<file path="config.mk">
export PLATFORM = sky130hd
export DESIGN_NAME = dmem_arbiter_flat
export DESIGN_NICKNAME = d
export VERILOG_FILES = /design/src/rtl/dmem_arbiter_if.sv /design/src/rtl/dmem_arbiter.sv /design/src/flat_wrapper.sv
export SDC_FILE = /design/constraint.sdc
export NUM_CORES = 1
export LEC_CHECK = 0
export ABC_AREA = 1
export CAP_MARGIN = 0
export CORE_MARGIN = 4
export CORE_UTILIZATION = 42
export DETAILED_ROUTE_END_ITERATION = 16
export PLACE_DENSITY = 0.81
export SYNTH_ARGS = -nofsm -noshare
export SYNTH_HDL_FRONTEND = slang
export SYNTH_SLANG_ARGS = --single-unit
</file>
<file path="constraint.sdc">
create_clock -name clk -period 3 [get_ports clk]
set_input_delay 0.6 -clock clk [delete_from_list [all_inputs] [get_ports clk]]
set_output_delay 0.6 -clock clk [all_outputs]
set_load 0.02 [all_outputs]
</file>
<file path="src/rtl/dmem_arbiter_if.sv">
// dmem_arbiter_if: the requester and data_memory signals of dmem_arbiter.
// Port 0 carries CPU MEM-stage requests and port 1 carries loader/debug requests.
// Each port has req, we, byte, addr and wdata going in, and done, err and rdata
// coming out. The memory side carries the mem_* strobes and mem_read_data.
// The slave modport is the arbiter's view and the master modport is the other side.
interface dmem_arbiter_if #(
    parameter int ADDR_W = 16,
    parameter int DATA_W = 16
);
    logic              req0;
    logic              we0;
    logic              byte0;
    logic [ADDR_W-1:0] addr0;
    logic [DATA_W-1:0] wdata0;
    logic              done0;
    logic              err0;
    logic [DATA_W-1:0] rdata0;

    logic              req1;
    logic              we1;
    logic              byte1;
    logic [ADDR_W-1:0] addr1;
    logic [DATA_W-1:0] wdata1;
    logic              done1;
    logic              err1;
    logic [DATA_W-1:0] rdata1;

    logic              busy;
    logic              mem_write;
    logic              mem_byte_en;
    logic [ADDR_W-1:0] mem_address;
    logic [DATA_W-1:0] mem_write_data;
    logic [DATA_W-1:0] mem_read_data;

    modport slave (
        input  req0, we0, byte0, addr0, wdata0,
        input  req1, we1, byte1, addr1, wdata1,
        input  mem_read_data,
        output done0, err0, rdata0,
        output done1, err1, rdata1,
        output busy,
        output mem_write, mem_byte_en, mem_address, mem_write_data
    );

    modport master (
        output req0, we0, byte0, addr0, wdata0,
        output req1, we1, byte1, addr1, wdata1,
        output mem_read_data,
        input  done0, err0, rdata0,
        input  done1, err1, rdata1,
        input  busy,
        input  mem_write, mem_byte_en, mem_address, mem_write_data
    );
endinterface

</file>
<file path="src/rtl/dmem_arbiter.sv">
// dmem_arbiter: shares one data_memory between two requesters. Port 0 is the
// CPU and port 1 is the loader. Each access runs IDLE, SETUP, ACCESS and RELEASE.
// Ports are clk, reset (asynchronous, active-high) and bus (dmem_arbiter_if.slave).
// Define DMEM_ARB_ROUND_ROBIN_EN for round-robin arbitration. Without it, port 0
// has fixed priority.
module dmem_arbiter #(
    parameter int ADDR_W = 16,
    parameter int DATA_W = 16
) (
    input  logic          clk,
    input  logic          reset,
    dmem_arbiter_if.slave bus
);
    typedef enum logic [1:0] {
        IDLE,
        SETUP,
        ACCESS,
        RELEASE
    } state_t;

    state_t state;

    logic owner;
    logic latWe;
    logic misAl;

    logic              grantPort;
    logic              winWe;
    logic              winByte;
    logic [ADDR_W-1:0] winAddr;
    logic [DATA_W-1:0] winWdata;
    logic [DATA_W-1:0] readVal;

`ifdef DMEM_ARB_ROUND_ROBIN_EN
    // Holds the port granted last. Its reset value of 1 makes port 0 win first.
    logic lastGrant;

    always_comb begin
        if (bus.req0 && bus.req1) begin
            grantPort = ~lastGrant;
        end else begin
            grantPort = ~bus.req0;
        end
    end
`else
    always_comb begin
        grantPort = ~bus.req0;
    end
`endif

    always_comb begin
        winWe    = grantPort ? bus.we1    : bus.we0;
        winByte  = grantPort ? bus.byte1  : bus.byte0;
        winAddr  = grantPort ? bus.addr1  : bus.addr0;
        winWdata = grantPort ? bus.wdata1 : bus.wdata0;
    end

    // Byte reads zero-extend. The CPU handles sign extension.
    always_comb begin
        if (bus.mem_byte_en) begin
            readVal = {{(DATA_W-8){1'b0}}, bus.mem_read_data[7:0]};
        end else begin
            readVal = bus.mem_read_data;
        end
    end

    always_ff @(posedge clk or posedge reset) begin
        if (reset) begin
            state              <= IDLE;
            owner              <= 1'b0;
            latWe              <= 1'b0;
            misAl              <= 1'b0;
            bus.busy           <= 1'b0;
            bus.mem_write      <= 1'b0;
            bus.mem_byte_en    <= 1'b0;
            bus.mem_address    <= '0;
            bus.mem_write_data <= '0;
            bus.done0          <= 1'b0;
            bus.done1          <= 1'b0;
            bus.err0           <= 1'b0;
            bus.err1           <= 1'b0;
            bus.rdata0         <= '0;
            bus.rdata1         <= '0;
`ifdef DMEM_ARB_ROUND_ROBIN_EN
            lastGrant          <= 1'b1;
`endif
        end else begin
            bus.done0 <= 1'b0;
            bus.done1 <= 1'b0;
            bus.err0  <= 1'b0;
            bus.err1  <= 1'b0;
            unique case (state)
                IDLE: begin
                    if (bus.req0 || bus.req1) begin
                        owner              <= grantPort;
                        latWe              <= winWe;
                        misAl              <= ~winByte & winAddr[0];
                        // The bus registers double as the latched command.
                        bus.mem_address    <= winAddr;
                        bus.mem_write_data <= winWdata;
                        bus.mem_byte_en    <= winByte;
                        bus.busy           <= 1'b1;
                        state              <= SETUP;
`ifdef DMEM_ARB_ROUND_ROBIN_EN
                        lastGrant          <= grantPort;
`endif
                    end
                end
                SETUP: begin
                    bus.mem_write <= latWe & ~misAl;
                    state         <= ACCESS;
                end
                ACCESS: begin
                    bus.mem_write <= 1'b0;
                    if (!latWe && !misAl) begin
                        if (owner) begin
                            bus.rdata1 <= readVal;
                        end else begin
                            bus.rdata0 <= readVal;
                        end
                    end
                    if (owner) begin
                        bus.done1 <= 1'b1;
                        bus.err1  <= misAl;
                    end else begin
                        bus.done0 <= 1'b1;
                        bus.err0  <= misAl;
                    end
                    state <= RELEASE;
                end
                RELEASE: begin
                    bus.busy <= 1'b0;
                    state    <= IDLE;
                end
                default: begin
                    state <= IDLE;
                end
            endcase
        end
    end
endmodule

</file>
<file path="src/flat_wrapper.sv">
// flat-port wrapper written by rule: the top's interface ports become plain ports
module dmem_arbiter_flat 
#(
    parameter int ADDR_W = 16,
    parameter int DATA_W = 16
)
  (clk, reset, bus_req0, bus_we0, bus_byte0, bus_addr0, bus_wdata0, bus_req1, bus_we1, bus_byte1, bus_addr1, bus_wdata1, bus_mem_read_data, bus_done0, bus_err0, bus_rdata0, bus_done1, bus_err1, bus_rdata1, bus_busy, bus_mem_write, bus_mem_byte_en, bus_mem_address, bus_mem_write_data);
  dmem_arbiter_if #(.ADDR_W(ADDR_W), .DATA_W(DATA_W)) bus_i ();
  input  logic clk;
  input  logic reset;
  input wire logic [$bits(bus_i.req0)-1:0] bus_req0;
  input wire logic [$bits(bus_i.we0)-1:0] bus_we0;
  input wire logic [$bits(bus_i.byte0)-1:0] bus_byte0;
  input wire logic [$bits(bus_i.addr0)-1:0] bus_addr0;
  input wire logic [$bits(bus_i.wdata0)-1:0] bus_wdata0;
  input wire logic [$bits(bus_i.req1)-1:0] bus_req1;
  input wire logic [$bits(bus_i.we1)-1:0] bus_we1;
  input wire logic [$bits(bus_i.byte1)-1:0] bus_byte1;
  input wire logic [$bits(bus_i.addr1)-1:0] bus_addr1;
  input wire logic [$bits(bus_i.wdata1)-1:0] bus_wdata1;
  input wire logic [$bits(bus_i.mem_read_data)-1:0] bus_mem_read_data;
  output wire logic [$bits(bus_i.done0)-1:0] bus_done0;
  output wire logic [$bits(bus_i.err0)-1:0] bus_err0;
  output wire logic [$bits(bus_i.rdata0)-1:0] bus_rdata0;
  output wire logic [$bits(bus_i.done1)-1:0] bus_done1;
  output wire logic [$bits(bus_i.err1)-1:0] bus_err1;
  output wire logic [$bits(bus_i.rdata1)-1:0] bus_rdata1;
  output wire logic [$bits(bus_i.busy)-1:0] bus_busy;
  output wire logic [$bits(bus_i.mem_write)-1:0] bus_mem_write;
  output wire logic [$bits(bus_i.mem_byte_en)-1:0] bus_mem_byte_en;
  output wire logic [$bits(bus_i.mem_address)-1:0] bus_mem_address;
  output wire logic [$bits(bus_i.mem_write_data)-1:0] bus_mem_write_data;
  assign bus_i.req0 = bus_req0;
  assign bus_i.we0 = bus_we0;
  assign bus_i.byte0 = bus_byte0;
  assign bus_i.addr0 = bus_addr0;
  assign bus_i.wdata0 = bus_wdata0;
  assign bus_i.req1 = bus_req1;
  assign bus_i.we1 = bus_we1;
  assign bus_i.byte1 = bus_byte1;
  assign bus_i.addr1 = bus_addr1;
  assign bus_i.wdata1 = bus_wdata1;
  assign bus_i.mem_read_data = bus_mem_read_data;
  assign bus_done0 = bus_i.done0;
  assign bus_err0 = bus_i.err0;
  assign bus_rdata0 = bus_i.rdata0;
  assign bus_done1 = bus_i.done1;
  assign bus_err1 = bus_i.err1;
  assign bus_rdata1 = bus_i.rdata1;
  assign bus_busy = bus_i.busy;
  assign bus_mem_write = bus_i.mem_write;
  assign bus_mem_byte_en = bus_i.mem_byte_en;
  assign bus_mem_address = bus_i.mem_address;
  assign bus_mem_write_data = bus_i.mem_write_data;
  dmem_arbiter #(.ADDR_W(ADDR_W), .DATA_W(DATA_W)) u_core (.clk(clk), .reset(reset), .bus(bus_i));
endmodule
</file>
# Yosys cells after proc, flatten, opt, wreduce, memory -nomap -nowiden
# Cells that the tools add are included.
[classes]
reduce_logical = 11
mux = 18
n_eq_ne = 4
n_bitwise = 6
[ops]
columns = ["cell", "count"]
rows = [
  ["$mux W16", 3],
  ["$mux W1", 11],
  ["$pmux W2 S4", 1],
  ["$reduce_and A3 Y1", 2],
  ["$eq A2 B2 Y1 const B", 2],
  ["$not A1 Y1", 4],
  ["$pmux W1 S2", 2],
  ["$reduce_and A2 Y1", 2],
  ["$reduce_bool A2 Y1", 2],
  ["$and A1 B1 Y1", 2],
  ["$eq A2 B1 Y1 const B", 1],
  ["$logic_not A1 Y1", 2],
  ["$logic_not A2 Y1", 1],
  ["$mux W2", 1],
  ["$ne A2 B1 Y1 const B", 1],
  ["$logic_and A1 B1 Y1", 1],
  ["$logic_or A1 B1 Y1", 1],
]
[word_totals]
inputBits = 88
wordCells = 54
output_inout_bits = 71
regBits = 76

# Depth between registers and ports, before layout
[depth]
word_depth = 3
mapped_depth = 8
mapped_depth_nobuf = 7

# Worst setup path before layout
# Ideal clock, no wire load.
[synth_timing]
kind = "reg-to-reg"
from = "register u_core.state[0]"
to = "register u_core.bus.rdata0[15]"
period_less_slack_ns = 1.319
arrival_time_ns = 1.193
setup_time_ns = 0.126
stages_incl_launch_ff = 9
path_slack_ns = 1.681
path_buffers = 1
required_ns = 2.874
path_cell_list = "dfrtp_1 -> inv_1 -> ha_1 -> inv_1 -> nor2_2 -> nand2_2 -> buf_4 -> nand2_1 -> o21ai_0"
[synth_via]
elab_chain_cells = 2
[synth_lines]
columns = ["element", "line_no", "source"]
rows = [
  ["start: declaration", "dmem_arbiter.sv:21", "state_t state;"],
  ["start signal: assignment", "dmem_arbiter.sv:69", "state <= IDLE;"],
  ["start signal: assignment", "dmem_arbiter.sv:103", "state <= SETUP;"],
  ["start signal: assignment", "dmem_arbiter.sv:111", "state <= ACCESS;"],
  ["$eq A2 B2 Y1", "dmem_arbiter.sv:92", "unique case (state)"],
  ["$reduce_and A3 Y1 (no source line)", "n/a", ""],
  ["end signal: assignment", "dmem_arbiter.sv:119", "bus.rdata0 <= readVal;"],
  ["end: declaration", "dmem_arbiter_if.sv:39", "output done0, err0, rdata0,"],
]
# No other way between the ends.
# A chain may end at the register's enable or synchronous reset.

# Worst setup path after layout
[layout_timing]
from = "register u_core.bus.mem_byte_en"
to = "output bus_mem_byte_en"
[layout_lines]
columns = ["element", "line_no", "source"]
rows = [
  ["start: declaration", "dmem_arbiter_if.sv:42", "output mem_write, mem_byte_en, mem_address, mem_write_data"],
  ["start signal: assignment", "dmem_arbiter.sv:101", "bus.mem_byte_en <= winByte;"],
  ["end: declaration", "flat_wrapper.sv:30", "output wire logic [$bits(bus_i.mem_byte_en)-1:0] bus_mem_byte_en;"],
]
# No word-level cell between the ends.

==> results.md <==
* Starting Density at 0.441
* YS warnings at 0
* Wire per inst at approximately 13 µm
* Die height at 99.1 µm
* Initial antenna violation count at 0
* WP depth at 1
* Pre-CTS WS at 0.908 ns
* I/O pins at 159
* Max_cap viols at 0
* Startpoint types: register
* Post-synth EDFFs at 0
* # Post-CTS Setup Buffers at 0
* I/O Buffers at 158
* CP endpoint kind: primary output
* Worst EP required at 2.40 ns
* Vias in the first global route at around 3100
* Critical Path Max Stage Delay at between 0.6 and 0.7 ns
* Placed inst area at a little over 5000 µm²
* DRT iter0 DRCs at 58
* Skew final at 0.00937 ns
* Maximum clock frequency at 511 MHz
* Pins Over Slew Limit at 0
* Worst Path Buf+Inv at 1
* RSZ-0062 raised after global routing: no
* Drt first pass iters at 4
* Seq cells post-synth at 76
* HPWL Detailed at roughly 6.6 mm
* Fill cells at 655
* FF-to-FF End: u_core.bus.rdata0[15]
* Cell Count, Final, Fillers Out at 685
* CORE AREA at between 7000 and 8000 µm²
* Via count at about 3100
* Cts bufs inserted at 9
* CTS max path bufs at 2
* Worst-margin pin slew at 0.638 ns
* Period minus WS final at 1.96 ns
* Critical Path End: bus_mem_byte_en
* Sequential area share after synthesis at 0.546
* Synth area leaders: dfrtp_1 (55%), nand2_1 (27%), o21ai_2 (3.3%)
* Mapped Area at ~3500 µm²
* CP Launch Point: u_core.bus.mem_byte_en
* R2R depth at 7
* Final nets at 671
* Mapped Cells at 426
* Area grow syn2layout at 52.3%
* Cts-stage hold buffer count at 0
* Pin count of the biggest net entering global routing at between 40 and 50
* Clk sinks at 76
* Layout cell share with drive strength beyond 1 at 0.0669
* Gr ovfl total at 0
* Worst IR Drop VDD at 373 µV
* CTS clk-pin slew, worst paths at roughly 0.08 ns
* Most frequent cell after synthesis: nand2_1
* Setup TNS at 0 ns
* Clk Latency, worst-skew pair at 0.33 ns
* DRT Wirelength at 8.80 mm
* GR Util All Layers at 0.180
* CTS H-tree depth at 3
* Final hold viol count at 0
* Diodes inserted at 0
* # resized after CTS at 0
* Die area at 9810 µm²
* Post-synthesis net count at a little over 500
* First-pass GRT wire length at 14.3 mm
* Placed Cells at 669
* Crit Path Max Fanout at 3
* GP Congestion at just under 0.8
* Rows at 32
* Data arrival time of the worst path at 1.36 ns
* Critical-path cell list: clkdlybuf4s50_1
* Number of distinct library cells after synthesis at 20
* P_leak at 2.65 nW
* Yosys top cell area share at 0.546
* Clock root cell: clkbuf_8
* Crit share post-route at 0.653
* Worst reg2reg startpoint: u_core.state[0]
* Vias per cell at 4.59
* Design Area, Final at 5300 µm²
* Die span in x at 99.1 µm
* R2R Setup Slk at 1.30 ns
* CP Class: register to primary output
* Top cells by count, synth: nand2_1 (253), dfrtp_1 (76), inv_1 (20)
* Syn avg cell area at 8.17 µm²
* PnR worst setup slack at 1.04 ns
* CP delay by family, top: buffers and inverters
* Area leader, netlist: dfrtp_1
* TritonCTS clock tree: built
* Slowest CP cell: clkdlybuf4s50_1
* Async S/R FF share, synth at 1.00
* Finish-stage setup viols at 0
* Routed Antenna Nets at 0
* Status: finished, final reports clean
* Relative slew slack at 0.573
* Main flop type after synthesis: dfrtp_1
* Worst hold path class: register to register
* Residual DRC at 0
* PwrDens at around 990 nW/µm²
[state kept, by name, summed over array words and instances (netlist names)]
name	flops
u_core.bus.done1	1
u_core.owner	1
u_core.latWe	1
u_core.misAl	1
u_core.bus.err1	1
u_core.bus.mem_write_data	16
u_core.bus.busy	1
u_core.bus.mem_write	1
u_core.bus.done0	1
u_core.state	2
u_core.bus.err0	1
u_core.bus.mem_address	16
u_core.bus.rdata0	16
u_core.bus.rdata1	16
u_core.bus.mem_byte_en	1
[worst min-delay path by stage]
stage	endpoint	cells past startpoint	slack [ns]	start
after floorplan	u_core.latWe	2	0.47	u_core.latWe
after global placement	u_core.bus.mem_address[10]	2	0.46	u_core.bus.mem_address[10]
after detailed placement	u_core.bus.mem_write_data[5]	2	0.46	u_core.bus.mem_write_data[5]
after CTS	u_core.bus.mem_write_data[5]	2	0.48	u_core.bus.mem_write_data[5]
after global routing	u_core.bus.rdata1[11]	2	0.51	u_core.bus.rdata1[11]
final	u_core.bus.mem_address[10]	2	0.48	u_core.bus.mem_address[10]
[cells by family (layout without fill, tap and decap cells)]
group / after synthesis / in the layout / synth area share
adder cells (fa/ha/maj): 5 / 5 / 0.0180
AO/OA/AOI/OAI: 38 / 38 / 0.0686
AND/OR/NAND/NOR: 265 / 265 / 0.296
flip-flops: 76 / 76 / 0.546
buffers and inverters: 42 / 199 / 0.0711
[placed cells by master (no fill, tap or decap), drive strengths merged]
cell type      Yosys  layout
nand2            255     255
clkdlybuf4s50      0     158
dfrtp             76      76
o21ai             38      38
inv               22      21
clkbuf             2      10
nor2               6       6
ha                 5       5
clkinv             0       4
nand3              3       3
bufinv             0       3
buf               18       3
nor3               1       1
[per-layer routing]
layer,GRT usage,share of wire,vias up,wire length (µm)
li1,-,-,1600,-
met3,0.0602,0.10,8,901
met1,0.219,0.42,1409,3700
met4,0.0588,0.011,0,100
met2,0.301,0.47,130,4100
met5,0,0,-,0
[power breakdown]
group	switching (mW)	internal, mW	leakage, nW
sequential	0.279	1.50	0.953
clock	0.359	0.554	0.120
combinational	1.42	1.15	1.58
total	2.06	3.20	2.65
[per-stage QoR]
| stage | hold slack [ns] | util | total power, mW |
|---|---|---|---|
| floorplan | 0.472 | - | 3.22 |
| global placement | 0.461 | 0.642 | 4.32 |
| detailed placement | 0.464 | 0.642 | 4.39 |
| CTS | 0.484 | 0.672 | 5.33 |
| global route | 0.508 | 0.672 | 5.62 |
| finish | 0.479 | 0.672 | 5.26 |
[layout make-up]
type,count,area (µm²),area share
clock buffers,10,128,0.0241
flip-flops and latches,76,1900,0.359
well taps,102,128,0.0241
inverters,22,83.8,0.0158
clock inverters,6,113,0.0212
multi-input cells,308,1330,0.251
repair buffers,161,1620,0.305
Power figures use the tool's default switching activity.
